<file path="src/rtl/mux16_word_arbiter.sv">
// mux16_word_arbiter: two-requester arbiter for the shared 16-bit 2:1 word mux,
// feeding a single-entry valid/ready output register.
// Optional feature macro: MUX16_ARB_RR_EN (defined = round-robin tie-break,
// undefined = fixed priority, requester 0 wins ties).
module mux16_word_arbiter #(
  parameter int unsigned CNT_W = 8
) (
  input  logic             CLK,
  input  logic             RST,
  input  logic             Req0_Valid,
  input  logic [15:0]      Req0_Data,
  output logic             Req0_Ready,
  input  logic             Req1_Valid,
  input  logic [15:0]      Req1_Data,
  output logic             Req1_Ready,
  output logic             Mux_Sel,
  input  logic [15:0]      Mux_Result,
  output logic             Out_Valid,
  output logic [15:0]      Out_Data,
  input  logic             Out_Ready,
  output logic             Out_Src,
  output logic [CNT_W-1:0] Word_Count
);

  localparam int unsigned DATA_W = 16;

  typedef enum logic {
    ST_EMPTY = 1'b0,
    ST_FULL  = 1'b1
  } state_e;

  state_e              state_q, state_d;
  logic [DATA_W-1:0]   data_q, data_d;
  logic                src_q, src_d;
  logic [CNT_W-1:0]    cnt_q, cnt_d;
  logic                grant0, grant1;
  logic                space;
  logic                accept;

  // Request data reaches the capture register only through the external mux.
  logic [DATA_W-1:0]   unused_req_data;
  assign unused_req_data = Req0_Data ^ Req1_Data;

`ifdef MUX16_ARB_RR_EN
  logic                last_q, last_d;

  // Round-robin grant: a tie goes to the requester not granted last.
  always_comb begin
    grant0 = 1'b0;
    grant1 = 1'b0;
    grant0 = Req0_Valid && (!Req1_Valid || last_q);
    grant1 = Req1_Valid && (!Req0_Valid || !last_q);
  end
`else
  // Fixed-priority grant: requester 0 always wins a tie.
  always_comb begin
    grant0 = 1'b0;
    grant1 = 1'b0;
    grant0 = Req0_Valid;
    grant1 = Req1_Valid && !Req0_Valid;
  end
`endif

  // Space exists when the output register is empty or is being drained now.
  assign space      = (state_q == ST_EMPTY) || Out_Ready;
  assign Req0_Ready = grant0 && space;
  assign Req1_Ready = grant1 && space;
  assign accept     = Req0_Ready || Req1_Ready;
  // Idle select parks on requester 0.
  assign Mux_Sel    = !grant1;

  // Next-state and datapath update for the output stage.
  always_comb begin
    state_d = state_q;
    data_d  = data_q;
    src_d   = src_q;
    cnt_d   = cnt_q;
`ifdef MUX16_ARB_RR_EN
    last_d  = last_q;
`endif
    if (accept) begin
      state_d = ST_FULL;
      data_d  = Mux_Result;
      src_d   = grant1;
      cnt_d   = cnt_q + CNT_W'(1);
`ifdef MUX16_ARB_RR_EN
      last_d  = grant1;
`endif
    end else if ((state_q == ST_FULL) && Out_Ready) begin
      state_d = ST_EMPTY;
    end
  end

  // State and output registers; reset discards any held word.
  always_ff @(posedge CLK or posedge RST) begin
    if (RST) begin
      state_q <= ST_EMPTY;
      data_q  <= '0;
      src_q   <= 1'b0;
      cnt_q   <= '0;
`ifdef MUX16_ARB_RR_EN
      last_q  <= 1'b1;
`endif
    end else begin
      state_q <= state_d;
      data_q  <= data_d;
      src_q   <= src_d;
      cnt_q   <= cnt_d;
`ifdef MUX16_ARB_RR_EN
      last_q  <= last_d;
`endif
    end
  end

  assign Out_Valid  = (state_q == ST_FULL);
  assign Out_Data   = data_q;
  assign Out_Src    = src_q;
  assign Word_Count = cnt_q;

endmodule

</file>
<file path="config.mk">
export PLATFORM = sky130hd
export DESIGN_NAME = mux16_word_arbiter
export DESIGN_NICKNAME = d
export VERILOG_FILES = /design/src/rtl/mux16_word_arbiter.sv
export SDC_FILE = /design/constraint.sdc
export NUM_CORES = 1
export LEC_CHECK = 0
export BUFFER_PORTS_ARGS = -buffer_cell sky130_fd_sc_hd__buf_4
export CORE_MARGIN = 1
export CORE_UTILIZATION = 40
export DETAILED_ROUTE_END_ITERATION = 8
export PLACE_DENSITY_LB_ADDON = 0.25
export SYNTH_ARGS = -nofsm -noshare
export SYNTH_HDL_FRONTEND = slang
export SYNTH_SLANG_ARGS = --single-unit
</file>
<file path="constraint.sdc">
create_clock -name CLK -period 1.6 [get_ports CLK]
set_input_delay 0.16 -clock CLK [delete_from_list [all_inputs] [get_ports CLK]]
set_output_delay 0.16 -clock CLK [all_outputs]
set_load 0.1 [all_outputs]
</file>
**Word level (Yosys, flattened, before mapping)**

Index checks and enable logic that the tools add are counted.

- Bits in registers: 26
- Input bits: 53
- Output and inout port bits: 29
- Logic and storage cells: 17

- $add $sub $neg: 1
- Multiplexer cells: 2
- Bitwise gates (word level): 1
- Reduce and logical (&&, ||, !) cells: 9

Operator list:

| cell | number |
|---|---|
| adder 8 x 1 -> 8 bit, second input constant | 1 |
| logical AND 1 bit | 4 |
| zero test 1 bit | 2 |
| logical OR 1 bit | 2 |
| 2-to-1 mux 1 bit | 2 |
| nonzero test 2 bit | 1 |
| NOT 1 bit | 1 |

**Longest topological paths before layout**

Gate-level depths: netlist (run 1).

- Depth after elaboration: 5
- Gate-level depth with buffers: 5
- Mapped depth without buffers: 4

**Worst setup path after synthesis (run 1)**

OpenSTA, ideal clock, no wires.

- Path kind: reg2out
- Start point: register state_q (netlist: Out_Valid)
- End point: output port Req1_Ready
- Arrival time: 2.403 ns
- Data required time: 1.440 ns
- Slack: -0.963 ns
- Stages on the path, launching flop included: 4
- Buffers on the path: 1
- Cell sequence: dfrtp_1 > nor2b_4 > buf_6 > nor2_1

- Word-level cells in the longest chain between the ends: 3

RTL lines:

| element | RTL line | RTL |
|---|---|---|
| start, declared | 32 | `state_e state_q, state_d;` |
| start signal, assigned | 105 | `state_q <= state_d;` |
| NOT 1 bit | 65 | `assign space = (state_q == ST_EMPTY) \|\| Out_Ready;` |
| logical OR 1 bit | 65 |  |
| logical AND 1 bit | 67 | `assign Req1_Ready = grant1 && space;` |
| end, declared | 15 | `output logic Req1_Ready,` |

No other way between the ends.

**Final worst setup path (run 1)**

Ends and elaborated chain as after synthesis.

==> run_results.csv, run 1 <==
group,metric,value,unit
sta,drv_slew,0,
floorplan,row_count,19,
floorplan,core-area,2758,µm²
sta,rsz0062_at_grt,"false",
clocking,cts_num_sinks,26,
sta,finalHoldViolCount,0,
synth,synth_seq_cells,26,
routing,dr_total_vias,775,
final_layout,num-nets-final,185,
synth,synthTopCellsByCount,"26 x dfrtp_1, 9 x mux2_4, 8 x mux2_2",
critical_path,reg2regPathDepth,3,
synth,synth_seq_area_share,56.28,%
hold_path,hold_depth,2,
synth,synth-edff-count,0,
synth,netlist_area,1156,µm²
clocking,cts_buffer_depth,2,
clocking,htree_levels,1,
critical_path,path_class,"flip-flop to primary output",
routing,antenna_left,0,
synth,syn_inst,75,
sta,worst-slew-pin-transition,0.3740,ns
critical_path,cp-start-kind,"flip-flop",
floorplan,dieArea,3109,µm²
placed_design,place_inst,154,
routing,drc,0,
floorplan,start_util,41.92,%
sta,skew,0.01586,ns
hold_path,hp-class,"input port to flip-flop",
clocking,cts_inserted_buffers,3,
synth,yosysTopAreaCellShare,56.28,%
power,p_per_area,1952,nW/µm²
critical_path,critPathRequiredTime,1.44,ns
routing,dr.pass1.iters,4,
placed_design,placed_area,1559,µm²
sta,fin_setup_tns,0,ns
power,peakVddDrop,1.769,mV
placed_design,port_buffers,49,
clocking,cts_root_buf,"clkbuf_4",
routing,routed_wl,2082,µm
final_layout,final_cell_area,1624,µm²
final_layout,antenna_cells,0,
sta,holdWs,0.06121,ns
synth,synth_warnings,0,
routing,wire_per_inst,12.93,µm
sta,period_minus_slack,1.523,ns
synth,synth_top_area_cell,"dfrtp_1",
final_layout,area_growth,40.48,%
clocking,tritoncts,"yes",
sta,setup_violations,0,
sta,max_freq,656.8,MHz
global_route,antenna_found_initial,0,
synth,synth_ff_type,"dfrtp_1",
synth,ys_async_sr_fraction,100.0,%
critical_path,crit_arrival,1.36,ns
synth,synth_fp_nets,129,
synth,syn-mean-instance-area,15.41,µm²
sta,finalCritPeriodShare,95.16,%
synth,synth_most_common_cell,"dfrtp_1",
global_route,grt_pass1_wl,3498,µm
critical_path,cp_max_fo,3,
synth,ys_types,20,
critical_path,critPathCaptureType,"primary output",
global_route,grt-ovfl-total,0,
floorplan,num_io_pins,82,
power,power_leakage,0.7816,nW
floorplan,chipHeight,55.76,µm
placed_design,globalplace.congestion,0.7672,
outcome,status,"finished, final reports clean",
sta,relSlewSlack,75.07,%
final_layout,fill_cells,246,
clocking,clock_latency,0.31,ns
placed_design,place_ws,0.1109,ns
floorplan,die_w,55.76,µm
final_layout,drive_gt1_share,66.15,%
synth,synth.area.top_cells,"dfrtp_1 56%, mux2_4 12%, mux2_2 7.8%, xor2_1 5.3%, nor2_8 3.5%",
placed_design,post-dp-hpwl,1508,µm
sta,setup_slack,0.07737,ns
global_route,track_usage,14.30,%
global_route,grt_pass1_vias,793,
global_route,grt_max_degree,27,
job,cap_violations,0,
final_layout,instances_no_fill,161,
routing,viasPerCell,4.814,
clocking,path_clk_slew,0.14,ns
routing,drt-initial-drc-count,10,
[state kept, by name, indices dropped and copies added (netlist names)]
| name | flops |
|---|---|
| Word_Count | 8 |
| Out_Valid | 1 |
| Out_Data | 16 |
| Out_Src | 1 |
[critical path: stages, from the launching register on]
cell,delay (ns)
dfrtp_4,0.51
nor2b_4,0.16
nor2_4,0.09
buf_4,0.28
[routing by layer]
metal	vias to the layer above	track usage, %	wire [µm]
met5	-	0	0
met4	0	5.357	19
met3	2	2.558	135
met2	32	24.27	989
met1	371	18.22	938
li1	370	-	-
[report_power, final]
group          internal [mW]  switching [mW]
Sequential             0.837           0.160
Combinational          0.435            1.46
Clock                 0.0972           0.182
[cell families after synthesis]
logic type | synth area share [%]
compound gates | 0.4325
xor+xnor | 5.303
fa+ha+maj | 1.082
buf+inv | 3.030
flops | 56.28
mux | 19.48
simple gates | 14.39
[cell usage in the layout, fill, tap and decap left out]
cell type and count:
or2b_1 2, dfrtp_1 19, nor2_8 2, nor2_1 1
clkbuf_4 3, dfrtp_2 6, buf_12 1, dlygate4sd3_1 1
nor4b_2 2, a21oi_1 1, nand2_1 3, nand4_1 1
mux2_2 8, nor2b_4 1, xor2_1 7, buf_4 51
nor4_1 3, dfrtp_4 1, clkbuf_1 1, and2_4 1
ha_1 1, nand3_1 2, mux2_4 9, nor3b_1 1
inv_1 1, nor2_4 1
[path summary, 6_finish.rpt]
kind                               startpoint  slack [ns]             to
worst max-delay path                Out_Valid        0.08     Req1_Ready
worst min-delay path            Mux_Result[3]        0.06    Out_Data[3]
worst max register to register      Out_Valid        0.12   Out_Data[15]
worst min register to register  Word_Count[7]        0.48  Word_Count[7]
max in group asynchronous                 RST        0.88      Out_Valid
min in group asynchronous                 RST        0.44    Out_Data[3]
[metrics by stage]
step | util, % | total power [mW]
detailed placement | 56.53 | 2.904
global placement | 56.53 | 2.881
global route | 58.89 | 3.307
floorplan | - | 2.508
finish | 58.89 | 3.170
CTS | 57.99 | 3.195
[cell type report]
type / count / area, µm² / area share [%]
clock buffers: 4 / 26.28 / 1.618
well taps: 31 / 38.79 / 2.388
inverters: 1 / 3.754 / 0.2311
flip-flops and latches: 26 / 661.9 / 40.75
multi-input cells: 46 / 480.5 / 29.58
repair buffers: 53 / 412.9 / 25.42
[what timing repair did]
| action | 4_1_cts | 5_1_grt |
|---|---|---|
| gates resized for setup | 1 | 3 |
| endpoints found under the setup margin | 1 | 2 |
| hold buffers | 1 | 0 |
| buffers inserted | 0 | 2 |
| hold endpoints to repair | 26 | 0 |
(Power assumes the default switching activity.)
==> inputs of run 2 (changes only) <==
==> constraint.sdc (replaced) <==
create_clock -name CLK -period 1.55 [get_ports CLK]
set_input_delay 0.0775 -clock CLK [delete_from_list [all_inputs] [get_ports CLK]]
set_output_delay 0.0775 -clock CLK [all_outputs]
set_load 0.1 [all_outputs]
==> run 2 against run 1 <==
  * Power is 6.9% higher
  * Global-route usage is 3.4 points higher
  * Non-clock buffer count grew 17
  * Largest cell class unchanged
  * Largest power group unchanged
==> run_results.csv, run 2 (same netlist as run 1, synthesis figures left out) <==
group,metric,value,unit
final_layout,largest_reg_flops,16,
final_layout,final_util,65.79,%
final_layout,drive_gt1_share,60.54,%
power,clkPwrFrac,10.3,%
critical_path,cp_cell_sequence,"or2b_1, and2_2, buf_8",
critical_path,rrSetupSlack,0.13,ns
sta,finalCritPeriodShare,95.71,%
placed_design,post-dp-hpwl,1557,µm
final_layout,num-nets-final,202,
final_layout,layout_common_cells,"51 x buf_4, 18 x dfrtp_1, 17 x dlygate4sd3_1",
power,p_int,1.502,mW
hold_path,holdPathEnd,"Out_Valid",
job,cap_violations,0,
power,total_power,3.389,mW
sta,drv_slew,0,
critical_path,cp_max_fo,3,
critical_path,critPathCaptureType,"primary output",
floorplan,core-area,2758,µm²
sta,holdWs,0.01205,ns
routing,dr.pass1.iters,4,
power,p_sw_share,55.67,%
hold_path,hold_depth,3,
floorplan,start_util,41.92,%
critical_path,cp-start-kind,"flip-flop",
hold_path,hp-start,"Req0_Valid",
clocking,cts_inserted_buffers,3,
global_route,grt-ovfl-total,0,
critical_path,reg2regPathDepth,4,
clocking,cts_root_buf,"clkbuf_4",
final_layout,area_growth,56.93,%
global_route,grt_max_degree,27,
power,pwr-share-seq,30.9,%
final_layout,final_cell_area,1814,µm²
critical_path,crit_arrival,1.41,ns
global_route,grt_pass1_vias,894,
final_layout,antenna_cells,0,
critical_path,rr_startpoint,"Out_Valid",
hold_path,hp-class,"input port to flip-flop",
sta,rsz0062_at_grt,"false",
floorplan,chipHeight,55.76,µm
critical_path,worst_r2r_endpoint,"Out_Data[15]",
sta,max_freq,674.1,MHz
power,p_per_area,1868,nW/µm²
routing,antenna_left,0,
sta,relSlewSlack,74.17,%
clocking,tritoncts,"yes",
clocking,cts_buffer_depth,2,
placed_design,globalplace.congestion,0.8020,
clocking,cts_num_sinks,26,
sta,setup_violations,0,
routing,drt-initial-drc-count,16,
sta,worst-slew-pin-transition,0.3840,ns
routing,wire_per_inst,13.52,µm
placed_design,port_buffers,49,
power,p_sw,1.887,mW
global_route,grt_pass1_wl,4229,µm
floorplan,row_count,19,
global_route,antenna_found_initial,0,
sta,period_minus_slack,1.484,ns
power,power_leakage,0.8598,nW
critical_path,path_class,"flip-flop to primary output",
clocking,htree_levels,1,
routing,viasPerCell,4.713,
critical_path,critPathRequiredTime,1.47,ns
placed_design,placed_area,1565,µm²
power,peakVddDrop,1.737,mV
floorplan,num_io_pins,82,
global_route,track_usage,17.68,%
sta,finalHoldViolCount,0,
critical_path,max_stage_delay,0.43,ns
power,combPwrFrac,58.8,%
routing,dr_total_vias,839,
critical_path,slowest_stage,"dfrtp_4",
floorplan,die_w,55.76,µm
clocking,path_clk_slew,0.14,ns
sta,skew,0.004796,ns
outcome,status,"finished, final reports clean",
routing,drc,0,
floorplan,dieArea,3109,µm²
clocking,clock_latency,0.32,ns
final_layout,final_common_cell,"buf_4",
routing,routed_wl,2407,µm
==> run 2: worst max path at each step <==
stage	from	end	slack [ns]
after floorplan	Out_Valid	Out_Data[10]	-0.09
after global placement	Out_Valid	Out_Data[4]	0.09
after detailed placement	Out_Valid	Out_Data[2]	0.06
after CTS	Out_Valid	Req0_Ready	0.04
after global routing	Out_Valid	Req0_Ready	0.004
final	Out_Valid	Req0_Ready	0.07
==> run 2: worst max-delay path, delay by kind of cell (launching register included) <==
family	cells	cell delay [ns]
DFF	1	0.43
buffers and inverters	1	0.17
and+or+nand+nor	2	0.48
==> run 2: stage by stage <==
| stage | instances | setup TNS (ns) | setup WS, ns |
|---|---|---|---|
| final | 178 | 0 | 0.06649 |
| after global routing | 178 | 0 | 0.003577 |
| after CTS | 175 | 0 | 0.04078 |
| after detailed placement | 154 | 0 | 0.06164 |
| after global placement | 154 | 0 | 0.09154 |
| after floorplan | 75 | -0.7867 | -0.08741 |
==> run 2: cell type report <==
type / instances / area (µm²)
flip-flops and latches: 26 / 668.1
inverters: 1 / 3.754
multi-input cells: 46 / 479.2
well taps: 31 / 38.79
clock buffers: 4 / 36.28
repair buffers: 70 / 588.1
fillers: 207 / 943.4
==> run 2: what timing repair did <==
| item | 4_1_cts | 5_1_grt |
|---|---|---|
| hold endpoints to repair | 42 | 0 |
| setup endpoints to repair | 1 | 3 |
| resized for setup | 1 | 1 |
| hold buffers | 17 | 0 |
| pin swaps | 0 | 1 |
| cloned | 0 | 0 |
| setup buffers | 0 | 3 |
==> run 2: power by group through the flow <==
stage / sequential [mW] / clock [mW] / combinational [mW]
2_1_floorplan: 2.27 / 0 / 0.334
3_3_place_gp: 1.05 / 0 / 1.94
3_5_place_dp: 1.07 / 0 / 1.95
4_1_cts: 1.05 / 0.361 / 1.99
5_1_grt: 1.08 / 0.387 / 2.06
6_report: 1.05 / 0.350 / 1.99
==> run 2: routing by layer <==
| layer | wire, µm | GRT usage (%) | share of wire [%] | up-vias |
|---|---|---|---|---|
| li1 | - | - | - | 404 |
| met1 | 1025 | 23.05 | 43 | 397 |
| met2 | 1220 | 29.95 | 51 | 33 |
| met3 | 113 | 2.558 | 4.7 | 5 |
| met4 | 48 | 6.429 | 2.0 | 0 |
| met5 | 0 | 0 | 0 | - |
